## src/rtl/i2c_pkg.sv

```systemverilog
// Shared constants for the I2C byte-array target: FSM state codes,
// address width and the ACK/NACK levels on the bus and on the SDA drive enable.
package i2c_pkg;

    localparam int ADDR_W = 7;

    localparam logic [2:0] S_IDLE     = 3'd0;
    localparam logic [2:0] S_ADDR     = 3'd1;
    localparam logic [2:0] S_ADDR_ACK = 3'd2;
    localparam logic [2:0] S_WR_BYTE  = 3'd3;
    localparam logic [2:0] S_WR_ACK   = 3'd4;
    localparam logic [2:0] S_RD_BYTE  = 3'd5;
    localparam logic [2:0] S_RD_ACK   = 3'd6;
    localparam logic [2:0] S_IGNORE   = 3'd7;

    // Level seen on the wire for an acknowledge / not-acknowledge.
    localparam logic BUS_ACK  = 1'b0;
    localparam logic BUS_NACK = 1'b1;

    // Open-drain enable values: 1 pulls SDA low (ACK), 0 releases it (NACK).
    localparam logic DRV_ACK  = 1'b1;
    localparam logic DRV_NACK = 1'b0;

endpackage

```

## src/rtl/i2c_bus_cond.sv

```systemverilog
// Synchronises SCL/SDA into the clk domain and derives single-cycle
// SCL-rise, SCL-fall, START and STOP pulses from the synchronised levels.
module i2c_bus_cond #(
    parameter int SYNC_STAGES = 2
) (
    input  logic clk,
    input  logic RESET,
    input  logic scl_i,
    input  logic sda_i,
    output logic sda_o,
    output logic scl_rise_o,
    output logic scl_fall_o,
    output logic start_o,
    output logic stop_o
);

    logic [SYNC_STAGES-1:0] scl_sync_q;
    logic [SYNC_STAGES-1:0] sda_sync_q;
    logic                   scl_prev_q;
    logic                   sda_prev_q;
    logic                   scl_s;
    logic                   sda_s;

    // Synchroniser chains plus one history flop each; reset to the idle-bus level.
    always_ff @(posedge clk) begin
        if (RESET) begin
            scl_sync_q <= '1;
            sda_sync_q <= '1;
            scl_prev_q <= 1'b1;
            sda_prev_q <= 1'b1;
        end else begin
            scl_sync_q <= {scl_sync_q[SYNC_STAGES-2:0], scl_i};
            sda_sync_q <= {sda_sync_q[SYNC_STAGES-2:0], sda_i};
            scl_prev_q <= scl_s;
            sda_prev_q <= sda_s;
        end
    end

    assign scl_s = scl_sync_q[SYNC_STAGES-1];
    assign sda_s = sda_sync_q[SYNC_STAGES-1];

    assign sda_o      = sda_s;
    assign scl_rise_o = scl_s & ~scl_prev_q;
    assign scl_fall_o = ~scl_s & scl_prev_q;
    // SDA edges only count as conditions while SCL was high before and after.
    assign start_o    = scl_s & scl_prev_q & sda_prev_q & ~sda_s;
    assign stop_o     = scl_s & scl_prev_q & ~sda_prev_q & sda_s;

endmodule

```

## src/rtl/i2c_target_nb.sv

```systemverilog
// I2C target exposing an NBYTES-wide write register and read payload.
// Writes commit atomically after the last byte's ACK; reads stream a
// shadow copy of RD_DATA captured when the read address phase ends.
module i2c_target_nb
    import i2c_pkg::*;
#(
    parameter int NBYTES      = 2,
    parameter int SYNC_STAGES = 2
) (
    input  logic                clk,
    input  logic                RESET,
    input  logic                SCL,
    input  logic                SDA_OUT,
    input  logic [ADDR_W-1:0]   I2C_ADDR,
    input  logic [8*NBYTES-1:0] RD_DATA,
    output logic                SDA_IN,
    output logic [8*NBYTES-1:0] WR_DATA,
    output logic                WR_VALID,
    output logic                RD_LOAD,
    output logic                BUSY
);

    localparam int         PW      = 8 * NBYTES;
    localparam logic [3:0] NB      = 4'(NBYTES);
    localparam logic [3:0] NB_LAST = 4'(NBYTES - 1);

    logic          sda_s, scl_rise, scl_fall, start_c, stop_c;
    logic [2:0]    state_q, state_d;
    logic [3:0]    cnt_q, cnt_d;
    logic [3:0]    idx_q, idx_d;
    logic [7:0]    sr_q, sr_d;
    logic          rw_q, rw_d;
    logic          sda_q, sda_d;
    logic          busy_q, busy_d;
    logic          wr_valid_q, wr_valid_d;
    logic          rd_load_q, rd_load_d;
    logic [PW-1:0] wbuf_q, wbuf_d;
    logic [PW-1:0] wr_data_q, wr_data_d;
    logic [PW-1:0] shadow_q, shadow_d;

    i2c_bus_cond #(.SYNC_STAGES(SYNC_STAGES)) u_cond (
        .clk        (clk),
        .RESET      (RESET),
        .scl_i      (SCL),
        .sda_i      (SDA_OUT),
        .sda_o      (sda_s),
        .scl_rise_o (scl_rise),
        .scl_fall_o (scl_fall),
        .start_o    (start_c),
        .stop_o     (stop_c)
    );

    // Bit `bitn` (0 = MSB) of byte `idx` (0 = most significant byte) of data.
    function automatic logic rd_bit(input logic [PW-1:0] data, input logic [3:0] idx,
                                    input logic [3:0] bitn);
        logic [PW-1:0] msb;
        msb         = '0;
        msb[PW-1]   = 1'b1;
        return |(data & (msb >> ({1'b0, idx, 3'b000} + {4'b0000, bitn})));
    endfunction

    // Replace byte `idx` (0 = most significant byte) of buf with b.
    function automatic logic [PW-1:0] put_byte(input logic [PW-1:0] buf_in,
                                               input logic [3:0] idx, input logic [7:0] b);
        logic [PW-1:0] m;
        logic [PW-1:0] v;
        logic [7:0]    sh;
        m      = '0;
        v      = '0;
        m[7:0] = 8'hFF;
        v[7:0] = b;
        sh     = {1'b0, NB_LAST, 3'b000} - {1'b0, idx, 3'b000};
        return (buf_in & ~(m << sh)) | (v << sh);
    endfunction

    // Next-state logic: bits sampled on SCL rise, SDA drive updated on SCL fall.
    always_comb begin
        state_d    = state_q;
        cnt_d      = cnt_q;
        idx_d      = idx_q;
        sr_d       = sr_q;
        rw_d       = rw_q;
        sda_d      = sda_q;
        busy_d     = busy_q;
        wbuf_d     = wbuf_q;
        wr_data_d  = wr_data_q;
        shadow_d   = shadow_q;
        wr_valid_d = 1'b0;
        rd_load_d  = 1'b0;

        if (scl_rise) begin
            sr_d = {sr_q[6:0], sda_s};
            if (state_q == S_ADDR || state_q == S_WR_BYTE || state_q == S_RD_BYTE)
                cnt_d = cnt_q + 4'd1;
        end

        if (scl_fall) begin
            case (state_q)
                S_ADDR: begin
                    if (cnt_q == 4'd8) begin
                        if (sr_q[7:1] == I2C_ADDR) begin
                            state_d = S_ADDR_ACK;
                            sda_d   = DRV_ACK;
                            rw_d    = sr_q[0];
                        end else begin
                            state_d = S_IGNORE;
                            sda_d   = DRV_NACK;
                        end
                    end
                end
                S_ADDR_ACK: begin
                    cnt_d = 4'd0;
                    idx_d = 4'd0;
                    if (rw_q) begin
                        state_d   = S_RD_BYTE;
                        shadow_d  = RD_DATA;
                        rd_load_d = 1'b1;
                        sda_d     = ~RD_DATA[PW-1];
                    end else begin
                        state_d = S_WR_BYTE;
                        sda_d   = DRV_NACK;
                    end
                end
                S_WR_BYTE: begin
                    if (cnt_q == 4'd8) begin
                        state_d = S_WR_ACK;
                        cnt_d   = 4'd0;
                        if (idx_q < NB) begin
                            sda_d  = DRV_ACK;
                            wbuf_d = put_byte(wbuf_q, idx_q, sr_q);
                        end else begin
                            sda_d  = DRV_NACK;
                        end
                    end
                end
                S_WR_ACK: begin
                    state_d = S_WR_BYTE;
                    sda_d   = DRV_NACK;
                    if (idx_q == NB_LAST) begin
                        wr_data_d  = wbuf_q;
                        wr_valid_d = 1'b1;
                    end
                    if (idx_q < NB)
                        idx_d = idx_q + 4'd1;
                end
                S_RD_BYTE: begin
                    if (cnt_q == 4'd8) begin
                        state_d = S_RD_ACK;
                        cnt_d   = 4'd0;
                        sda_d   = DRV_NACK;
                    end else begin
                        sda_d   = ~rd_bit(shadow_q, idx_q, cnt_q);
                    end
                end
                S_RD_ACK: begin
                    if (sr_q[0] == BUS_ACK) begin
                        state_d = S_RD_BYTE;
                        idx_d   = (idx_q == NB_LAST) ? 4'd0 : idx_q + 4'd1;
                        sda_d   = ~rd_bit(shadow_q, idx_d, 4'd0);
                    end else begin
                        state_d = S_IGNORE;
                        sda_d   = DRV_NACK;
                    end
                end
                default: sda_d = DRV_NACK;
            endcase
        end

        // Bus conditions override whatever the current byte was doing.
        if (start_c) begin
            state_d = S_ADDR;
            cnt_d   = 4'd0;
            idx_d   = 4'd0;
            sda_d   = DRV_NACK;
            busy_d  = 1'b1;
        end else if (stop_c) begin
            state_d = S_IDLE;
            sda_d   = DRV_NACK;
            busy_d  = 1'b0;
        end
    end

    // State, datapath and output registers.
    always_ff @(posedge clk) begin
        if (RESET) begin
            state_q    <= S_IDLE;
            cnt_q      <= '0;
            idx_q      <= '0;
            sr_q       <= '0;
            rw_q       <= 1'b0;
            sda_q      <= DRV_NACK;
            busy_q     <= 1'b0;
            wr_valid_q <= 1'b0;
            rd_load_q  <= 1'b0;
            wbuf_q     <= '0;
            wr_data_q  <= '0;
            shadow_q   <= '0;
        end else begin
            state_q    <= state_d;
            cnt_q      <= cnt_d;
            idx_q      <= idx_d;
            sr_q       <= sr_d;
            rw_q       <= rw_d;
            sda_q      <= sda_d;
            busy_q     <= busy_d;
            wr_valid_q <= wr_valid_d;
            rd_load_q  <= rd_load_d;
            wbuf_q     <= wbuf_d;
            wr_data_q  <= wr_data_d;
            shadow_q   <= shadow_d;
        end
    end

    assign SDA_IN   = sda_q;
    assign WR_DATA  = wr_data_q;
    assign WR_VALID = wr_valid_q;
    assign RD_LOAD  = rd_load_q;
    assign BUSY     = busy_q;

endmodule

```

## config.mk

```make
export PLATFORM = sky130hd
export DESIGN_NAME = i2c_target_nb
export DESIGN_NICKNAME = d
export VERILOG_FILES = /design/src/rtl/i2c_pkg.sv /design/src/rtl/i2c_bus_cond.sv /design/src/rtl/i2c_target_nb.sv
export SDC_FILE = /design/constraint.sdc
export NUM_CORES = 1
export LEC_CHECK = 0
export ABC_CLOCK_PERIOD_IN_PS = 5650
export BUFFER_PORTS_ARGS = -buffer_cell sky130_fd_sc_hd__buf_2
export CORE_MARGIN = 2
export CORE_UTILIZATION = 50
export DETAILED_ROUTE_END_ITERATION = 8
export PLACE_DENSITY = 0.71
export SLEW_MARGIN = 20
export SYNTH_ARGS = -nofsm -noshare
export SYNTH_HDL_FRONTEND = slang
export SYNTH_SLANG_ARGS = --single-unit
```

## constraint.sdc

```tcl
create_clock -name clk -period 5.65 [get_ports clk]
set_input_delay 0.8475 -clock clk [delete_from_list [all_inputs] [get_ports clk]]
set_output_delay 0.8475 -clock clk [all_outputs]
set_load 0.1 [all_outputs]
```

==> results.md <==
- Final WS setup: 3.35 ns
- Worst reg2reg setup slack: roughly 3.4 ns
- Total number of vias: 2877
- Rows: 30
- Vias per cell: approximately 5.3
- CTS tree: built
- Status: finished, final reports clean
- Post-Route Setup TNS: 0 ns
- CTS clk-pin slew, worst paths: 0.09 ns
- Vias in the first global route: 2601
- Worst-path maximum fanout: 9
- RePlAce Congestion: 0.858
- Post-Synthesis Cells: between 400 and 500
- Slew Viols, Final: 0
- Final hold vios: 0
- Clock Sinks: a little under 80
- Reg-to-Reg Start: idx_q[2]
- DP Area: 3810 um2
- Cell count of the worst reg-to-reg path: 7
- DRC Markers: 0
- H-tree depth: 3
- Final Critical Period: between 2 and 2.5 ns
- Nets: 478
- CTS Buf Count: 9
- Post-Syn Area: 3580 um2
- All-Layer GR Usage: 20.3%
- Post-synthesis sequential area ratio: between 40% and 50%
- Worst slew pin tran: 0.939 ns
- Worst hold start: u_cond.scl_sync_q[0]
- Ys Warns: 0
- Area leader, netlist: dfxtp_1
- Fmax: around 440 MHz
- Synth async-reset ratio: 0%
- Post-CTS Setup Inserts: 0
- Hpwl dp: 5.14 mm
- Ranking of synthesized cells by area: dfxtp_1 44%, mux2i_1 11%, nand2_1 6.5%
- Crit path from: idx_q[2]
- Power per cell area: ~270 nW/um2
- Worst Hold Endpoint: u_cond.scl_sync_q[1]
- Distinct cells, synth: between 50 and 60
- Static Leak: 1.54 nW
- Syn Nets: 447
- Initial core utilization: a little over half
- Worst-Skew Late Latency: 0.36 ns
- Fill cells: 638
- CTS Hold Bufs: 0
- Post-route clock period utilization: 40.7%
- Area delta synth->final: 12.7%
- Pin count of the biggest net entering global routing: 72
- Finish-stage setup viols: 0
- Post-synth EDFFs: 0
- Synth Area per Inst: a little under 9 um2
- Overall Power: about 1.1 mW
- Die extent in x: 88.6 um
- Final instance area: 4030 um2
- Worst-case vdd ir drop: between 0.15 and 0.2 mV
- Total I/O pin count: 47
- Routed length per instance: 13.5 um
- Yosys reg bits: 78
- Drt initial violations: 200
- CP Class: flop to flop
- First-pass GRT wire length: around 12 mm
- Clock skew: 0.0169 ns
- Die height: 88.6 um
- GR Overflow Total: 0
- Initial antenna violation count: 0
- ANT cells: 0
- Max-Cap Viols: 0
- Core area: 6870 um2
- Share of layout cells above drive strength 1: 17.4%
- Routed Antenna Nets: 0
- RSZ-0062 raised after global routing: no
- Arr. time, crit path: 2.53 ns
- Port Buffer Count: between 40 and 50
- Hold WC Path Type: flop to flop
- Die ar.: 7850 um2
- Synth top area share: 43.7%
- CTS resizes: 0
- Crit. End Element: flop
- First-pass DRT Iterations: 5
- Setup slack at placement: 3.36 ns
- Hold Path Depth: 1
- Final Util: about three fifths
- Routed wire length: 7.33 mm
- Reg-to-reg endpoint: wbuf_q[6]
- Critical path launch point type: flop
- Req. time, crit path: 5.89 ns
- Root Buffer Master: clkbuf_8
- Ys flop type: dfxtp_1
- Slew HR: between 30% and 40%
- CTS Buffer Depth: 2
[worst max-delay path: stages, from the launching register on]
cell	delay (ns)
dfxtp_1	0.53
inv_1	0.12
ha_1	0.28
and3b_1	0.22
nand4_1	0.16
or3_1	0.57
mux2i_1	0.25
nor2_1	0.05
[placed cells by master (no fill, tap or decap), drive strengths merged, types with 6 or more instances in the layout]
cell,n
nand4,6
a21oi,40
nand2,63
mux2i,40
or2,6
o21ai,7
nand3,7
nand2b,8
nor2,51
buf,47
dfxtp,78
inv,10
ha,8
xnor2,10
clkbuf,10
[where the power goes]
group / leakage [nW] / switching [mW] / internal [mW]
clock network: 0.104 / 0.216 / 0.252
registers: 0.630 / 0.00947 / 0.553
logic: 0.811 / 0.0281 / 0.0204
total: 1.54 / 0.254 / 0.825
[metrics by stage]
step                hold slack [ns]  instances
floorplan                     0.389        412
global placement              0.391        528
detailed placement            0.409        528
CTS                           0.429        544
global route                  0.436        544
finish                        0.425        544
[cell type report]
cell class,instances,area [um2],area share (%)
flip-flops and latches,78,1560,38.7
clock inverters,6,92.6,2.30
multi-input cells,299,1860,46.2
repair buffers,47,238,5.90
inverters,8,30.0,0.745
well taps,96,120,2.98
clock buffers,10,128,3.17
[routing by layer]
| metal | routed length, um | track usage [%] | vias to the layer above |
|---|---|---|---|
| li1 | - | - | 1470 |
| met1 | 3520 | 28.6 | 1319 |
| met2 | 3330 | 30.0 | 75 |
| met3 | 329 | 3.92 | 13 |
| met4 | 146 | 9.64 | 0 |
| met5 | 0 | 0 | - |
[Yosys cell counts, drive strengths merged (5+ instances only)]
library cell / n
ha: 8
nand3: 7
mux2i: 40
nand2b: 8
clkbuf: 15
nor3: 5
o21ai: 7
nand2: 63
buf: 12
inv: 8
xnor2: 10
a21oi: 40
nor2b: 5
nand4: 6
or2: 6
dfxtp: 78
nor2: 51
[worst max path at each step]
stage                endpoint  slack [ns]  cells past startpoint
floorplan           wbuf_q[0]        3.69                      9
global placement     cnt_q[3]        3.38                      5
detailed placement   cnt_q[0]        3.36                      5
CTS                 wbuf_q[6]        3.36                      7
global route        wbuf_q[6]        3.19                      7
finish              wbuf_q[6]        3.35                      7
[state kept, by name, summed over array words and instances (netlist names), 2 cells and up]
name,count
cnt_q,4
state_q,3
sr_q,8
u_cond.sda_sync_q,2
shadow_q,16
wbuf_q,16
u_cond.scl_sync_q,2
idx_q,4
WR_DATA,16
[kinds of logic after synthesis]
family | after synthesis | share of synthesized area, %
DFF | 78 | 43.7
xor gates and xnor gates | 13 | 3.18
buffers and inverters | 35 | 4.34
AOI/OAI and AO/OA | 70 | 11.8
adders and majority gates | 8 | 2.80
muxes | 41 | 11.8
and+or+nand+nor | 167 | 22.5
Note: power is estimated with default switching activity, not from simulation.
